`src/rtl/decompression_video_unpack_pkg.sv`:
```
// Shared types and defaults for the packed-video unpacker and its position counter.
package decompression_video_unpack_pkg;

  typedef enum logic [1:0] {
    StEmpty,
    StFirst,
    StSecond
  } unpack_state_e;

  localparam int unsigned HActiveDefault = 1920;
  localparam int unsigned VActiveDefault = 1080;

endpackage

```
`src/rtl/decompression_video_unpack_pos_counter.sv`:
```
// Pixel/line position counter: advances one column per pixel beat, wraps at the active
// frame edges, and can be forced to (0,0) at start of frame.
module decompression_video_unpack_pos_counter #(
  parameter int unsigned PIX_CW   = 11,
  parameter int unsigned LINE_CW  = 11,
  parameter int unsigned H_ACTIVE = 1920,
  parameter int unsigned V_ACTIVE = 1080
) (
  input  logic               clk_i,
  input  logic               rst_i,
  input  logic               advance_i,
  input  logic               clear_i,
  output logic [PIX_CW-1:0]  pix_o,
  output logic [LINE_CW-1:0] lines_o
);

  logic [PIX_CW-1:0]  pix_q, pix_d;
  logic [LINE_CW-1:0] lines_q, lines_d;

  always_ff @(posedge clk_i or posedge rst_i) begin
    if (rst_i) begin
      pix_q   <= '0;
      lines_q <= '0;
    end else begin
      pix_q   <= pix_d;
      lines_q <= lines_d;
    end
  end

  // Clear wins over advance so a start-of-frame word restarts at (0,0) regardless of wrap.
  always_comb begin
    pix_d   = pix_q;
    lines_d = lines_q;
    if (clear_i) begin
      pix_d   = '0;
      lines_d = '0;
    end else if (advance_i) begin
      if (pix_q == PIX_CW'(H_ACTIVE - 1)) begin
        pix_d   = '0;
        lines_d = (lines_q == LINE_CW'(V_ACTIVE - 1)) ? '0 : lines_q + LINE_CW'(1);
      end else begin
        pix_d = pix_q + PIX_CW'(1);
      end
    end
  end

  assign pix_o   = pix_q;
  assign lines_o = lines_q;

endmodule

```
`src/rtl/decompression_video_unpack.sv`:
```
// 1:2 pixel unpacker with pix/lines position regeneration at one pixel per clock.
// Define UNPACK_SWAP_EN to emit the high-half pixel of each word first.
module decompression_video_unpack
  import decompression_video_unpack_pkg::*;
#(
  parameter int unsigned PIX_W    = 8,
  parameter int unsigned PIX_CW   = 11,
  parameter int unsigned LINE_CW  = 11,
  parameter int unsigned H_ACTIVE = HActiveDefault,
  parameter int unsigned V_ACTIVE = VActiveDefault
) (
  input  logic               clk_in,
  input  logic               rst,
  input  logic               enable,
  input  logic [2*PIX_W-1:0] in_pix,
  input  logic               in_sof,
  input  logic               in_valid,
  output logic               in_ready,
  output logic [PIX_W-1:0]   out_pix,
  output logic               out_valid,
  input  logic               out_ready,
  output logic [PIX_CW-1:0]  pix,
  output logic [LINE_CW-1:0] lines,
  output logic               out_sof
);

`ifdef UNPACK_SWAP_EN
  localparam bit SwapEn = 1'b1;
`else
  localparam bit SwapEn = 1'b0;
`endif

  unpack_state_e      state_q, state_d;
  logic [2*PIX_W-1:0] hold_q, hold_d;
  logic               accept, beat;
  logic [PIX_W-1:0]   first_pix, second_pix;

  always_ff @(posedge clk_in or posedge rst) begin
    if (rst) begin
      state_q <= StEmpty;
      hold_q  <= '0;
    end else begin
      state_q <= state_d;
      hold_q  <= hold_d;
    end
  end

  always_comb begin
    state_d = state_q;
    unique case (state_q)
      StEmpty:  if (accept) state_d = StFirst;
      StFirst:  if (beat) state_d = StSecond;
      StSecond: if (beat) state_d = accept ? StFirst : StEmpty;
      default:  state_d = StEmpty;
    endcase
  end

  assign first_pix  = SwapEn ? hold_q[2*PIX_W-1:PIX_W] : hold_q[PIX_W-1:0];
  assign second_pix = SwapEn ? hold_q[PIX_W-1:0] : hold_q[2*PIX_W-1:PIX_W];

  // in_ready is also held low while reset is asserted so nothing is taken during reset.
  always_comb begin
    in_ready  = enable & ~rst &
                ((state_q == StEmpty) | ((state_q == StSecond) & out_ready));
    out_valid = enable & (state_q != StEmpty);
    out_pix   = (state_q == StSecond) ? second_pix : first_pix;
    accept    = in_valid & in_ready;
    beat      = out_valid & out_ready;
    hold_d    = accept ? in_pix : hold_q;
  end

  decompression_video_unpack_pos_counter #(
    .PIX_CW   (PIX_CW),
    .LINE_CW  (LINE_CW),
    .H_ACTIVE (H_ACTIVE),
    .V_ACTIVE (V_ACTIVE)
  ) u_pos_counter (
    .clk_i     (clk_in),
    .rst_i     (rst),
    .advance_i (beat),
    .clear_i   (accept & in_sof),
    .pix_o     (pix),
    .lines_o   (lines)
  );

  assign out_sof = out_valid & (pix == '0) & (lines == '0);

endmodule
```
`config.mk`:
```
export PLATFORM = sky130hd
export DESIGN_NAME = decompression_video_unpack
export DESIGN_NICKNAME = d
export VERILOG_FILES = /design/src/rtl/decompression_video_unpack_pkg.sv /design/src/rtl/decompression_video_unpack_pos_counter.sv /design/src/rtl/decompression_video_unpack.sv
export SDC_FILE = /design/constraint.sdc
export NUM_CORES = 1
export LEC_CHECK = 0
export BUFFER_PORTS_ARGS = -buffer_cell sky130_fd_sc_hd__buf_4
export CORE_MARGIN = 1.5
export CORE_UTILIZATION = 54
export CTS_BUF_LIST = sky130_fd_sc_hd__clkbuf_4 sky130_fd_sc_hd__clkbuf_8
export DETAILED_ROUTE_END_ITERATION = 8
export GPL_TIMING_DRIVEN = 0
export PLACE_DENSITY = 0.81
export SETUP_SLACK_MARGIN = 0.2
export SLEW_MARGIN = 20
export SYNTH_ARGS = -nofsm -noshare
export SYNTH_HDL_FRONTEND = slang
export SYNTH_SLANG_ARGS = --single-unit
```
`constraint.sdc`:
```
create_clock -name clk_in -period 2.25 [get_ports clk_in]
set_input_delay 0.225 -clock clk_in [delete_from_list [all_inputs] [get_ports clk_in]]
set_output_delay 0.225 -clock clk_in [all_outputs]
set_load 0.01 [all_outputs]
```
==> results.env, run 1 <==
CTS_MAX_LEVEL=2
WORST_SLEW_PIN_SLEW_NS=0.514
DRT_WL_TOTAL_UM=4840
MAX-SLEW-MARGIN-REL_PCT=65.6
CTSLONGESTPATHBUFFERS=2
SYNTH.DISTINCT_CELLS=39
RSZ0062_AT_GRT='no'
CLK_PIN_SLEW_WORST_PATHS_NS=0.08
TIMING.CRITICAL_PATH.CELLS='or4_4 > nor2_4 > nand3_1 > nor2_1 > buf_4'
FINAL_NETS=298
WL_PER_CELL_UM=15.1
GR-TOTAL-OVERFLOW=0
SYNTHESIZED_AREA_FRACTION_OCCUPIED_BY_AO_OA_AOI_AND_OAI_CELLS_PCT=9.35
FINAL_CELLS=321
CTS_SINKS=40
CRITICAL_PATH.ENDPOINT_TYPE='output port'
SYNTH-ADDER-AREA-SHARE_PCT=2.40
SYNTH_XOR_AREA_SHARE_PCT=3.78
SETUP.REG_TO_REG.WORST_SLACK_NS=0.26
NUMPLACEDINSTANCES=303
GRT_PASS1_VIAS=1735
REQUIRED_NS=2.03
GRT_START_MAX_NET_PINS=24
ANTENNA_FOUND_INITIAL=0
VIAS_PER_CELL=5.57
SYNTH_ENABLE_FLOP_CELLS=0
DIE_AREA_SQ_UM=4250
CRITICAL_PATH_CLASS='flop to output port'
ANTENNA_LEFT=0
RUN_STATUS='finished clean'
DRT_PASS_1_ITERS=5
POST_SYNTH_INSTANCE_AREA_SQ_UM=2090
TIMING.FINAL.MAX_SLEW_VIOLATIONS=0
POSTSYNTHNETCOUNT=226
INSERTEDDIODECOUNT=0
TRITONCTS='done'
HOLD-PATH-CELL-COUNT=2
CTS-ROOT-BUF='sky130_fd_sc_hd__clkbuf_8'
DIE_Y_UM=65.2
CRITICAL_PATH_PEAK_FANOUT=6
DRC=0
ROUTED-VIA-COUNT=1788
SYNTHTOLAYOUTAREAGROWTH_PCT=35.4
INITIALDRTVIOLATIONCOUNT=260
SIMPLE_GATE_FRACTION_OF_SYNTH_AREA_PCT=20.6
GR-USAGE-ALL-LAYERS_PCT=23.7
YS_WARN_COUNT=0
POWER.IR.VDD_WORST_uV=696
MAX_CAP_VIOL_COUNT=0
SYNTHFLOPTYPE='sky130_fd_sc_hd__dfrtp_1'
WIRE_LENGTH_OF_THE_FIRST_GLOBAL_ROUTING_PASS_UM=7790
HOLD_VIOL=0
INSERTION_DELAY_NS=0.29
SYNTH_SEQ_CELLS=40
INITIAL_UTILIZATION_PCT=56.6
PIN_COUNT=55
SYN_INST=200
PWR_DENSITY_CELL_nW_PER_UM2=810
LAYOUT-DRIVE-GT1-SHARE_PCT=41.0
SYNTHMUXAREASHARE_PCT=13.5
PLACE.GP.CONGESTION=0.857
SYNTH-ASYNC-RESET-RATIO_PCT=100
PLACE.DETAILED.HPWL_UM=3340
FIN_CRIT_SH_PCT=88.7
MAXCLOCKFREQUENCY_MHz=501
FINAL.SETUP.TNS_NS=0
LEAKAGE_nW=1.30
LAYOUT_MIN_CYCLE_TIME_NS=2.00
SETUP_VIOL=0
FF2FF_PATH_DEPTH=6
WORST_SETUP_PATH_START_KIND='flop'
POSTSYNTHAREAPERCELL_SQ_UM=10.4
PEAK_PER_STAGE_DELAY_ON_THE_CRITICAL_PATH_NS=0.55
IO_BUFFERS=54
HP-CLASS='input port to flop'
CHIPWIDTH_UM=65.2
MAIN_COMBINATIONAL_CELL_FAMILY_BY_AREA_AFTER_SYNTHESIS='simple AND/OR/NAND/NOR gates'
CORE.ROWCOUNT=22
CTS_BUFFERS=5
SYNTH_SEQ_AREA_SHARE_PCT=48.0
PLACEABLECOREAREA_SQ_UM=3690
CELL_WITH_THE_BIGGEST_INDIVIDUAL_DELAY_ON_THE_CRITICAL_PATH='sky130_fd_sc_hd__or4_4'
FINALCOREUTILIZATION_PCT=76.6
WORSTPATHARRIVAL_NS=1.77
CLOCK-SKEW-FINAL_NS=0.00332
[logic make-up after synthesis]
logic type / after synthesis
simple gates: 83
flops: 40
compound gates: 28
mux: 25
buf+inv: 11
xor+xnor: 9
fa+ha+maj: 4
[final timing paths]
kind	end	startpoint
setup / recovery	out_sof	u_pos_counter.lines_o[6]$_DFFE_PP0P_
hold / removal	hold_q[3]$_DFFE_PP0P_	in_pix[3]
setup reg to reg	u_pos_counter.lines_o[9]$_DFFE_PP0P_	u_pos_counter.pix_o[1]$_DFFE_PP0P_
hold reg to reg	hold_q[6]$_DFFE_PP0P_	hold_q[6]$_DFFE_PP0P_
max in group asynchronous	u_pos_counter.lines_o[7]$_DFFE_PP0P_	rst
min in group asynchronous	state_q[1]$_DFFE_PP0P_	rst
[flip-flops by register name, summed over array words and instances (netlist names)]
register               flops
hold_q                    16
state_q                    2
u_pos_counter.pix_o       11
u_pos_counter.lines_o     11
[layer usage]
metal	routed length (um)	global-route usage, %	share of wire (%)	up-vias
met3	417	7.53	8.6	6
met2	2420	40.8	50	84
met5	0	0	0	-
met4	36	6.77	0.74	0
li1	-	-	-	863
met1	1970	28.5	41	835
[Yosys cell counts, types with 3 or more instances]
master	number	area [sq um]
sky130_fd_sc_hd__nand4_1	6	37.5
sky130_fd_sc_hd__o21ai_0	3	15.0
sky130_fd_sc_hd__nand3_1	11	55.1
sky130_fd_sc_hd__mux2_1	9	101
sky130_fd_sc_hd__dfrtp_1	40	1000
sky130_fd_sc_hd__xor2_1	4	35.0
sky130_fd_sc_hd__nand2_1	17	63.8
sky130_fd_sc_hd__o21ai_1	5	25.0
sky130_fd_sc_hd__ha_1	4	50.1
sky130_fd_sc_hd__inv_1	5	18.8
sky130_fd_sc_hd__a21oi_1	4	20.0
sky130_fd_sc_hd__nor2b_1	5	31.3
sky130_fd_sc_hd__nor3_1	6	30.0
sky130_fd_sc_hd__nor4_1	3	18.8
sky130_fd_sc_hd__xnor2_1	5	43.8
sky130_fd_sc_hd__mux2_2	16	180
sky130_fd_sc_hd__nor2_1	21	78.8
sky130_fd_sc_hd__a22o_1	6	52.6
sky130_fd_sc_hd__and3_1	3	18.8
[repair_timing]
action,in CTS,in global routing
hold buffers,1,0
endpoints found under the hold margin,17,0
gates resized for setup,5,17
buffers inserted,3,6
setup endpoints to repair,10,27
gates cloned,0,0
pin swaps,1,5
[stage by stage]
stage / area [sq um] / worst slack [ns] / hold WS (ns) / power [mW]
floorplan: 2090 / 0.339 / 0.357 / 1.44
CTS: 2720 / 0.206 / 0.132 / 2.26
finish: 2830 / 0.254 / 0.134 / 2.29
global placement: 2550 / 0.168 / 0.437 / 1.73
global route: 2830 / 0.163 / 0.140 / 2.43
detailed placement: 2580 / 0.113 / 0.254 / 1.76
[layout by cell type (no fill, tap or decap), types with 2 or more instances in the layout]
master	instances
sky130_fd_sc_hd__a21o_1	2
sky130_fd_sc_hd__a21oi_1	3
sky130_fd_sc_hd__a22o_1	6
sky130_fd_sc_hd__and3_1	3
sky130_fd_sc_hd__buf_2	2
sky130_fd_sc_hd__buf_4	64
sky130_fd_sc_hd__clkbuf_8	6
sky130_fd_sc_hd__clkinv_2	2
sky130_fd_sc_hd__dfrtp_1	36
sky130_fd_sc_hd__dfrtp_2	4
sky130_fd_sc_hd__ha_1	3
sky130_fd_sc_hd__inv_1	4
sky130_fd_sc_hd__mux2_1	9
sky130_fd_sc_hd__mux2_2	16
sky130_fd_sc_hd__nand2_1	16
sky130_fd_sc_hd__nand2_2	2
sky130_fd_sc_hd__nand3_1	11
sky130_fd_sc_hd__nand4_1	6
sky130_fd_sc_hd__nor2_1	20
sky130_fd_sc_hd__nor2b_1	4
sky130_fd_sc_hd__nor3_1	6
sky130_fd_sc_hd__nor3_4	2
sky130_fd_sc_hd__nor4_1	3
sky130_fd_sc_hd__o21ai_0	3
sky130_fd_sc_hd__o21ai_1	5
sky130_fd_sc_hd__xnor2_1	5
sky130_fd_sc_hd__xor2_1	4
[power by group]
group          internal (mW)  switching, mW  total [mW]
combinational          0.430          0.334       0.764
sequential             0.891          0.135        1.03
clock                  0.245          0.255       0.500
total                   1.57          0.724        2.29
[worst max-delay path, delay by kind of cell, from the launching register on]
family	cells	cell delay (ns)
and+or+nand+nor	4	0.90
buffers and inverters	1	0.14
DFF	1	0.44
[layout make-up]
cell class                 instances  area [sq um]
tap                               48          60.1
buffer                             6          37.5
sequential                        40          1010
multi-input combinational        149          1100
inverter                           5          18.8
clock inverter                     2          10.0
timing repair buffer              65           510
clock buffer                       6          82.6
fill                             268           863
No activity file was read; power rests on OpenSTA's default activity.
==> run 2: changes to the inputs <==
CORE_UTILIZATION = 50   (was 54)
PLACE_DENSITY = 0.76   (was 0.81)
==> run 2 against run 1 <==
Net effect: clock skew is 0.0034 ns higher; non-clock buffer count decreased by 2; worst setup slack got worse by 0.0013 ns; cell area shrank 1.3%; combinational power is essentially flat; largest cell class unchanged; critical path type unchanged; sequential power about the same.
==> results.env, run 2 (same netlist as run 1, synthesis figures left out) <==
SETUP_VIOL=0  # unchanged
USE_MET1_PCT=27.3  # was 28.5%
RSZ0062_AT_GRT='no'  # unchanged
CTSLONGESTPATHBUFFERS=2  # unchanged
INSERTION_DELAY_NS=0.29  # about the same
CTS_BUFFERS=5  # unchanged
GR-TOTAL-OVERFLOW=0  # unchanged
INSERTEDDIODECOUNT=0  # unchanged
CRITICAL_PATH_PEAK_FANOUT=4  # was 6
CLK_PIN_SLEW_WORST_PATHS_NS=0.08  # about the same
FINAL.SETUP.TNS_NS=0  # unchanged
GRT.BUSIEST_LAYER='met2'  # unchanged
CTS_SINKS=40  # unchanged
INITIAL_UTILIZATION_PCT=52.2  # was 56.6%
MOST_COMMON_LIBRARY_CELL_IN_THE_LAYOUT_IGNORING_FILL_AND_TAPS='sky130_fd_sc_hd__buf_4'  # unchanged
FF2FF_PATH_DEPTH=6  # unchanged
TRITONCTS='done'  # unchanged
GR-USAGE-ALL-LAYERS_PCT=21.5  # was 23.7%
VIAS_PER_CELL=5.55  # was 5.57
LAYOUT.AREA.SEQ_SQ_UM=1000  # was 1010 sq um
NUMBER_OF_FLIP_FLOPS_IN_THE_LARGEST_REGISTER=16  # unchanged
GRT_PASS1_VIAS=1617  # was 1735
WORST_SETUP_PATH_ENDPOINT='out_sof'  # unchanged
CRITICAL_PATH.ENDPOINT_TYPE='output port'  # unchanged
MET3_USAGE_PCT=6.83  # was 7.53%
DRT_PASS_1_ITERS=4  # was 5
DIE_AREA_SQ_UM=4570  # was 4250 sq um
CRIT_PATH_START='u_pos_counter.lines_o[7]$_DFFE_PP0P_'  # was u_pos_counter.lines_o[6]$_DFFE_PP0P_
LEAKAGE_nW=1.28  # was 1.30 nW
CPLARGESTDELAYFAMILY='simple AND/OR/NAND/NOR gates'  # unchanged
MAXCLOCKFREQUENCY_MHz=501  # about the same
CHIPWIDTH_UM=67.6  # was 65.2 um
IO_BUFFERS=54  # unchanged
FIN_CRIT_SH_PCT=88.8  # was 88.7%
HOLD_VIOL=0  # unchanged
SETUP.REG_TO_REG.WORST_SLACK_NS=0.28  # was 0.26 ns
CLOCK-SKEW-FINAL_NS=0.00672  # was 0.00332 ns
DRC=0  # unchanged
REQUIRED_NS=2.03  # about the same
CTS-ROOT-BUF='sky130_fd_sc_hd__clkbuf_8'  # unchanged
PLACE.GP.CONGESTION=0.853  # was 0.857
CRITICAL_PATH_CELL_COUNT=5  # unchanged
REGTOREGENDPOINT='u_pos_counter.lines_o[9]$_DFFE_PP0P_'  # unchanged
WORST_SETUP_PATH_START_KIND='flop'  # unchanged
LAYOUT-DRIVE-GT1-SHARE_PCT=38.7  # was 41.0%
HP-CLASS='input port to flop'  # unchanged
FILLCELLCOUNT=322  # was 268
LAYOUT_MIN_CYCLE_TIME_NS=2.00  # about the same
TIMING.CRITICAL_PATH.BUF_INV=1  # unchanged
MULTI_INPUT_AREA_SQ_UM=1080  # was 1100 sq um
PWR_DENSITY_CELL_nW_PER_UM2=820  # was 810 nW/um^2
WORST_SLEW_PIN_SLEW_NS=0.519  # was 0.514 ns
CTS_MAX_LEVEL=2  # unchanged
FINAL_CELL_MIX='sky130_fd_sc_hd__buf_4 (61), sky130_fd_sc_hd__dfrtp_1 (40), sky130_fd_sc_hd__nor2_1 (18), sky130_fd_sc_hd__nand2_1 (16), sky130_fd_sc_hd__mux2_2 (16)'  # was sky130_fd_sc_hd__buf_4 (64), sky130_fd_sc_hd__dfrtp_1 (36), sky130_fd_sc_hd__nor2_1 (20), sky130_fd_sc_hd__nand2_1 (16), sky130_fd_sc_hd__mux2_2 (16)
WL_PER_CELL_UM=14.5  # was 15.1 um
PLACED_INSTANCE_AREA_SQ_UM=2570  # was 2580 sq um
TIMING.FINAL.MAX_SLEW_VIOLATIONS=0  # unchanged
CORE.ROWCOUNT=23  # was 22
POWER_mW=2.29  # about the same
FINAL_DESIGN_AREA_NO_FILL_SQ_UM=2790  # was 2830 sq um
FINAL_NETS=296  # was 298
GRT_START_MAX_NET_PINS=25  # was 24
PLACE.DETAILED.HPWL_UM=3320  # was 3340 um
SYNTHTOLAYOUTAREAGROWTH_PCT=33.6  # was 35.4%
PLACEABLECOREAREA_SQ_UM=4000  # was 3690 sq um
POWER.IR.VDD_WORST_uV=606  # was 696 uV
RUN_STATUS='finished clean'  # unchanged
DRT_WL_TOTAL_UM=4650  # was 4840 um
INITIALDRTVIOLATIONCOUNT=71  # was 260
MAX_FLOP_REGISTER='hold_q'  # unchanged
PEAK_PER_STAGE_DELAY_ON_THE_CRITICAL_PATH_NS=0.54  # was 0.55 ns
ROUTED-VIA-COUNT=1783  # was 1788
TIMING.CRITICAL_PATH.CELLS='or4_1 > nor2_2 > nand3_1 > nor2_1 > buf_4'  # was or4_4 > nor2_4 > nand3_1 > nor2_1 > buf_4
PIN_COUNT=55  # unchanged
ANTENNA_LEFT=0  # unchanged
WORSTPATHARRIVAL_NS=1.77  # about the same
REG2REG_START='u_pos_counter.pix_o[1]$_DFFE_PP0P_'  # unchanged
CELL_WITH_THE_BIGGEST_INDIVIDUAL_DELAY_ON_THE_CRITICAL_PATH='sky130_fd_sc_hd__or4_1'  # was sky130_fd_sc_hd__or4_4
DIE_Y_UM=67.6  # was 65.2 um
WIRE_LENGTH_OF_THE_FIRST_GLOBAL_ROUTING_PASS_UM=7310  # was 7790 um
MAX_CAP_VIOL_COUNT=0  # unchanged
CRITICAL_PATH_CLASS='flop to output port'  # unchanged
ANTENNA_FOUND_INITIAL=0  # unchanged
GLOBAL_ROUTE.USAGE.MET2_PCT=34.8  # was 40.8%
MAX-SLEW-MARGIN-REL_PCT=65.2  # was 65.6%
==> run 2: where the power goes <==
part / switching (mW) / internal, mW
combinational: 0.331 / 0.430
clock: 0.248 / 0.261
sequential: 0.128 / 0.888
==> run 2: per-layer routing <==
metal | wire (um) | up-vias
li1 | - | 864
met1 | 2070 | 848
met2 | 2230 | 65
met3 | 294 | 6
met4 | 56 | 0
met5 | 0 | -
==> run 2: layout make-up <==
| type | instances | area share (%) |
|---|---|---|
| timing repair buffer | 63 | 17.5 |
| tap | 50 | 2.24 |
| buffer | 6 | 1.48 |
| clock buffer | 7 | 3.23 |
| sequential | 40 | 35.9 |
| clock inverter | 1 | 0.269 |
| multi-input combinational | 149 | 38.7 |
| inverter | 5 | 0.673 |
==> run 2: per-stage QoR <==
step           utilization (%)  cells  hold WS, ns  worst slack (ns)
2_1_floorplan                -    200        0.357             0.339
3_3_place_gp              63.9    304        0.438             0.174
3_5_place_dp              64.4    305        0.242             0.172
4_1_cts                   67.8    315        0.135             0.223
5_1_grt                   69.7    321        0.140             0.186
6_report                  69.7    321        0.141             0.253
==> run 2: worst min path at each step <==
stage / startpoint / to / slack, ns / cells past startpoint
floorplan: in_pix[0] / hold_q[0]$_DFFE_PP0P_ / 0.36 / 1
global placement: in_pix[2] / hold_q[2]$_DFFE_PP0P_ / 0.44 / 2
detailed placement: rst / hold_q[1]$_DFFE_PP0P_ / 0.24 / 2
CTS: in_pix[15] / hold_q[15]$_DFFE_PP0P_ / 0.13 / 2
global route: in_pix[3] / hold_q[3]$_DFFE_PP0P_ / 0.14 / 2
finish: in_pix[7] / hold_q[7]$_DFFE_PP0P_ / 0.14 / 2
==> run 2: repair_timing <==
action / in CTS / in global routing
pin swaps: 1 / 2
setup buffers: 1 / 6
endpoints found under the setup margin: 21 / 17
gates resized for setup: 7 / 8
hold buffers: 1 / 0
cloned: 0 / 0
hold endpoints to repair: 16 / 0
==> run 3: changes to the inputs <==
CAP_MARGIN = 20   (was unset)
REMOVE_ABC_BUFFERS = 1   (was unset)
==> run 3 against run 2 <==
Net effect: sequential share of layout area up 0.50 points; sequential power about the same; clock-buffer cell count up 1; cell area down 1.3%; wire length down 2.6%; utilization down 0.88 points; critical endpoint is now u_pos_counter.lines_o[9]$_DFFE_PP0P_; highest routed layer unchanged.
==> results.env, run 3 (same netlist as run 1, synthesis figures left out) <==
FINAL_DESIGN_AREA_NO_FILL_SQ_UM=2750  # was 2790 sq um
CLOCK-SKEW-FINAL_NS=0.00971  # was 0.00672 ns
PWR_DENSITY_CELL_nW_PER_UM2=823  # was 820 nW/um^2
PLACE.DETAILED.HPWL_UM=3210  # was 3320 um
MAX-SLEW-MARGIN-REL_PCT=66.8  # was 65.2%
REG2REG_START='state_q[0]$_DFFE_PP0P_'  # was u_pos_counter.pix_o[1]$_DFFE_PP0P_
CTS_MAX_LEVEL=2  # unchanged
GRT_PASS1_VIAS=1567  # was 1617
MAX_CAP_VIOL_COUNT=0  # unchanged
NUMBER_OF_FLIP_FLOPS_IN_THE_LARGEST_REGISTER=16  # unchanged
MAX_FLOP_REGISTER='hold_q'  # unchanged
WORSTPATHARRIVAL_NS=2.26  # was 1.77 ns
HP-CLASS='input port to flop'  # unchanged
DRC=0  # unchanged
PLACE.GP.CONGESTION=0.838  # was 0.853
TRITONCTS='done'  # unchanged
ROUTEDLENGTHMET1_UM=1960  # was 2070 um
INSERTEDDIODECOUNT=0  # unchanged
CHIPWIDTH_UM=67.6  # unchanged
SYNTHTOLAYOUTAREAGROWTH_PCT=32.0  # was 33.6%
ROUTED-VIA-COUNT=1733  # was 1783
SETUP_VIOL=0  # unchanged
INITIALDRTVIOLATIONCOUNT=156  # was 71
WORST_SETUP_PATH_START_KIND='flop'  # unchanged
INITIAL_UTILIZATION_PCT=52.2  # unchanged
CRITICAL_PATH.ENDPOINT_TYPE='flop'  # was output port
WIRE_LENGTH_OF_THE_FIRST_GLOBAL_ROUTING_PASS_UM=7170  # was 7310 um
LAYOUT-DRIVE-GT1-SHARE_PCT=38.7  # about the same
PIN_COUNT=55  # unchanged
CTS-ROOT-BUF='sky130_fd_sc_hd__clkbuf_8'  # unchanged
CRITICAL_PATH_PEAK_FANOUT=8  # was 4
MAXCLOCKFREQUENCY_MHz=492  # was 501 MHz
PLACEABLECOREAREA_SQ_UM=4000  # unchanged
FINAL_CELL_MIX='sky130_fd_sc_hd__buf_4 (62), sky130_fd_sc_hd__dfrtp_1 (39), sky130_fd_sc_hd__nor2_1 (18), sky130_fd_sc_hd__nand2_1 (16), sky130_fd_sc_hd__mux2_2 (16)'  # was sky130_fd_sc_hd__buf_4 (61), sky130_fd_sc_hd__dfrtp_1 (40), sky130_fd_sc_hd__nor2_1 (18), sky130_fd_sc_hd__nand2_1 (16), sky130_fd_sc_hd__mux2_2 (16)
DR_WL_MET3_UM=342  # was 294 um
CTS_BUFFERS=5  # unchanged
CTSLONGESTPATHBUFFERS=2  # unchanged
RSZ0062_AT_GRT='yes'  # was no
FIN_CRIT_SH_PCT=90.4  # was 88.8%
CTS_SINKS=40  # unchanged
LEAKAGE_nW=1.26  # was 1.28 nW
TIMING.FINAL.MAX_SLEW_VIOLATIONS=0  # unchanged
CLK_PIN_SLEW_WORST_PATHS_NS=0.08  # about the same
HOLD_VIOL=0  # unchanged
DRT_PASS_1_ITERS=4  # unchanged
GR-USAGE-ALL-LAYERS_PCT=21.0  # was 21.5%
IO_BUFFERS=54  # unchanged
FF2FF_PATH_DEPTH=6  # unchanged
CRIT_PATH_START='state_q[0]$_DFFE_PP0P_'  # was u_pos_counter.lines_o[7]$_DFFE_PP0P_
VIAS_PER_CELL=5.48  # was 5.55
FINAL_NETS=291  # was 296
POWER_mW=2.27  # was 2.29 mW
WORST_SLEW_PIN_SLEW_NS=0.496  # was 0.519 ns
FINAL.SETUP.TNS_NS=0  # unchanged
CORE.ROWCOUNT=23  # unchanged
REQUIRED_NS=2.48  # was 2.03 ns
WL_PER_CELL_UM=14.3  # was 14.5 um
HP-START='in_pix[0]'  # was in_pix[7]
TIMING.CRITICAL_PATH.CELLS='or3b_4 > nor3_4 > buf_4 > a21oi_2 > or4_1 > nand3_1'  # was or4_1 > nor2_2 > nand3_1 > nor2_1 > buf_4
GR-TOTAL-OVERFLOW=0  # unchanged
CRITICAL_PATH_CLASS='flop to flop'  # was flop to output port
RUN_STATUS='finished clean'  # unchanged
DR_WL_MET2_UM=2160  # was 2230 um
MOST_COMMON_LIBRARY_CELL_IN_THE_LAYOUT_IGNORING_FILL_AND_TAPS='sky130_fd_sc_hd__buf_4'  # unchanged
HOLD-PATH-CELL-COUNT=2  # unchanged
GRT_START_MAX_NET_PINS=27  # was 25
ANTENNA_FOUND_INITIAL=0  # unchanged
DIE_AREA_SQ_UM=4570  # unchanged
POWER.IR.VDD_WORST_uV=516  # was 606 uV
PEAK_PER_STAGE_DELAY_ON_THE_CRITICAL_PATH_NS=0.52  # was 0.54 ns
ANTENNA_LEFT=0  # unchanged
DIE_Y_UM=67.6  # unchanged
CELL_WITH_THE_BIGGEST_INDIVIDUAL_DELAY_ON_THE_CRITICAL_PATH='sky130_fd_sc_hd__or4_1'  # unchanged
DRT_WL_TOTAL_UM=4530  # was 4650 um
LAYOUT_MIN_CYCLE_TIME_NS=2.03  # was 2.00 ns
PLACED_INSTANCE_AREA_SQ_UM=2540  # was 2570 sq um
INSERTION_DELAY_NS=0.29  # about the same
TOP_SIGNAL_LAYER_USED='met4'  # unchanged
==> run 3: final timing paths <==
path,end,slack [ns]
min in group asynchronous,u_pos_counter.lines_o[5]$_DFFE_PP0P_,0.47
worst min register to register,hold_q[7]$_DFFE_PP0P_,0.49
max in group asynchronous,hold_q[5]$_DFFE_PP0P_,1.33
worst max register to register,u_pos_counter.lines_o[9]$_DFFE_PP0P_,0.22
worst max-delay path,u_pos_counter.lines_o[9]$_DFFE_PP0P_,0.22
worst min-delay path,hold_q[0]$_DFFE_PP0P_,0.15
==> run 3: per-stage QoR <==
stage	util, %	hold slack (ns)	cells	worst slack, ns
floorplan	-	0.357	194	0.155
global placement	63.1	0.438	298	-0.170
detailed placement	63.6	0.223	299	-0.182
CTS	66.8	0.146	309	0.0765
global route	68.8	0.144	316	0.122
finish	68.8	0.150	316	0.216
==> run 3: where the power goes <==
group	internal (mW)	leakage (nW)	switching, mW	total [mW]
clock	0.274	0.0523	0.233	0.507
sequential	0.889	0.498	0.139	1.03
combinational	0.418	0.713	0.315	0.733
==> run 3: area by class of cell <==
cell class | instances | area [sq um]
fill | 328 | 1250
sequential | 40 | 1000
inverter | 5 | 18.8
tap | 50 | 62.6
multi-input combinational | 149 | 1080
timing repair buffer | 64 | 495
clock buffer | 8 | 97.6
==> run 3: repair_timing <==
action,4_1_cts,5_1_grt
pin swaps,1,4
buffers inserted,1,7
resized for setup,4,10
endpoints found under the hold margin,14,0
hold buffers,1,0
endpoints found under the setup margin,32,19
==> run 3: per-layer routing <==
metal / vias up / GRT usage [%]
met5: - / 0
met4: 0 / 8.67
met3: 11 / 6.17
met2: 72 / 33.5
met1: 800 / 26.5
li1: 850 / -
==> run 3: worst max-delay path: cells and delay by family (launching register included) <==
kind                   cells  cell delay [ns]
AND/OR/NAND/NOR            4             1.32
flip-flops                 1             0.44
buffers and inverters      1             0.16
AO/OA/AOI/OAI              1             0.07
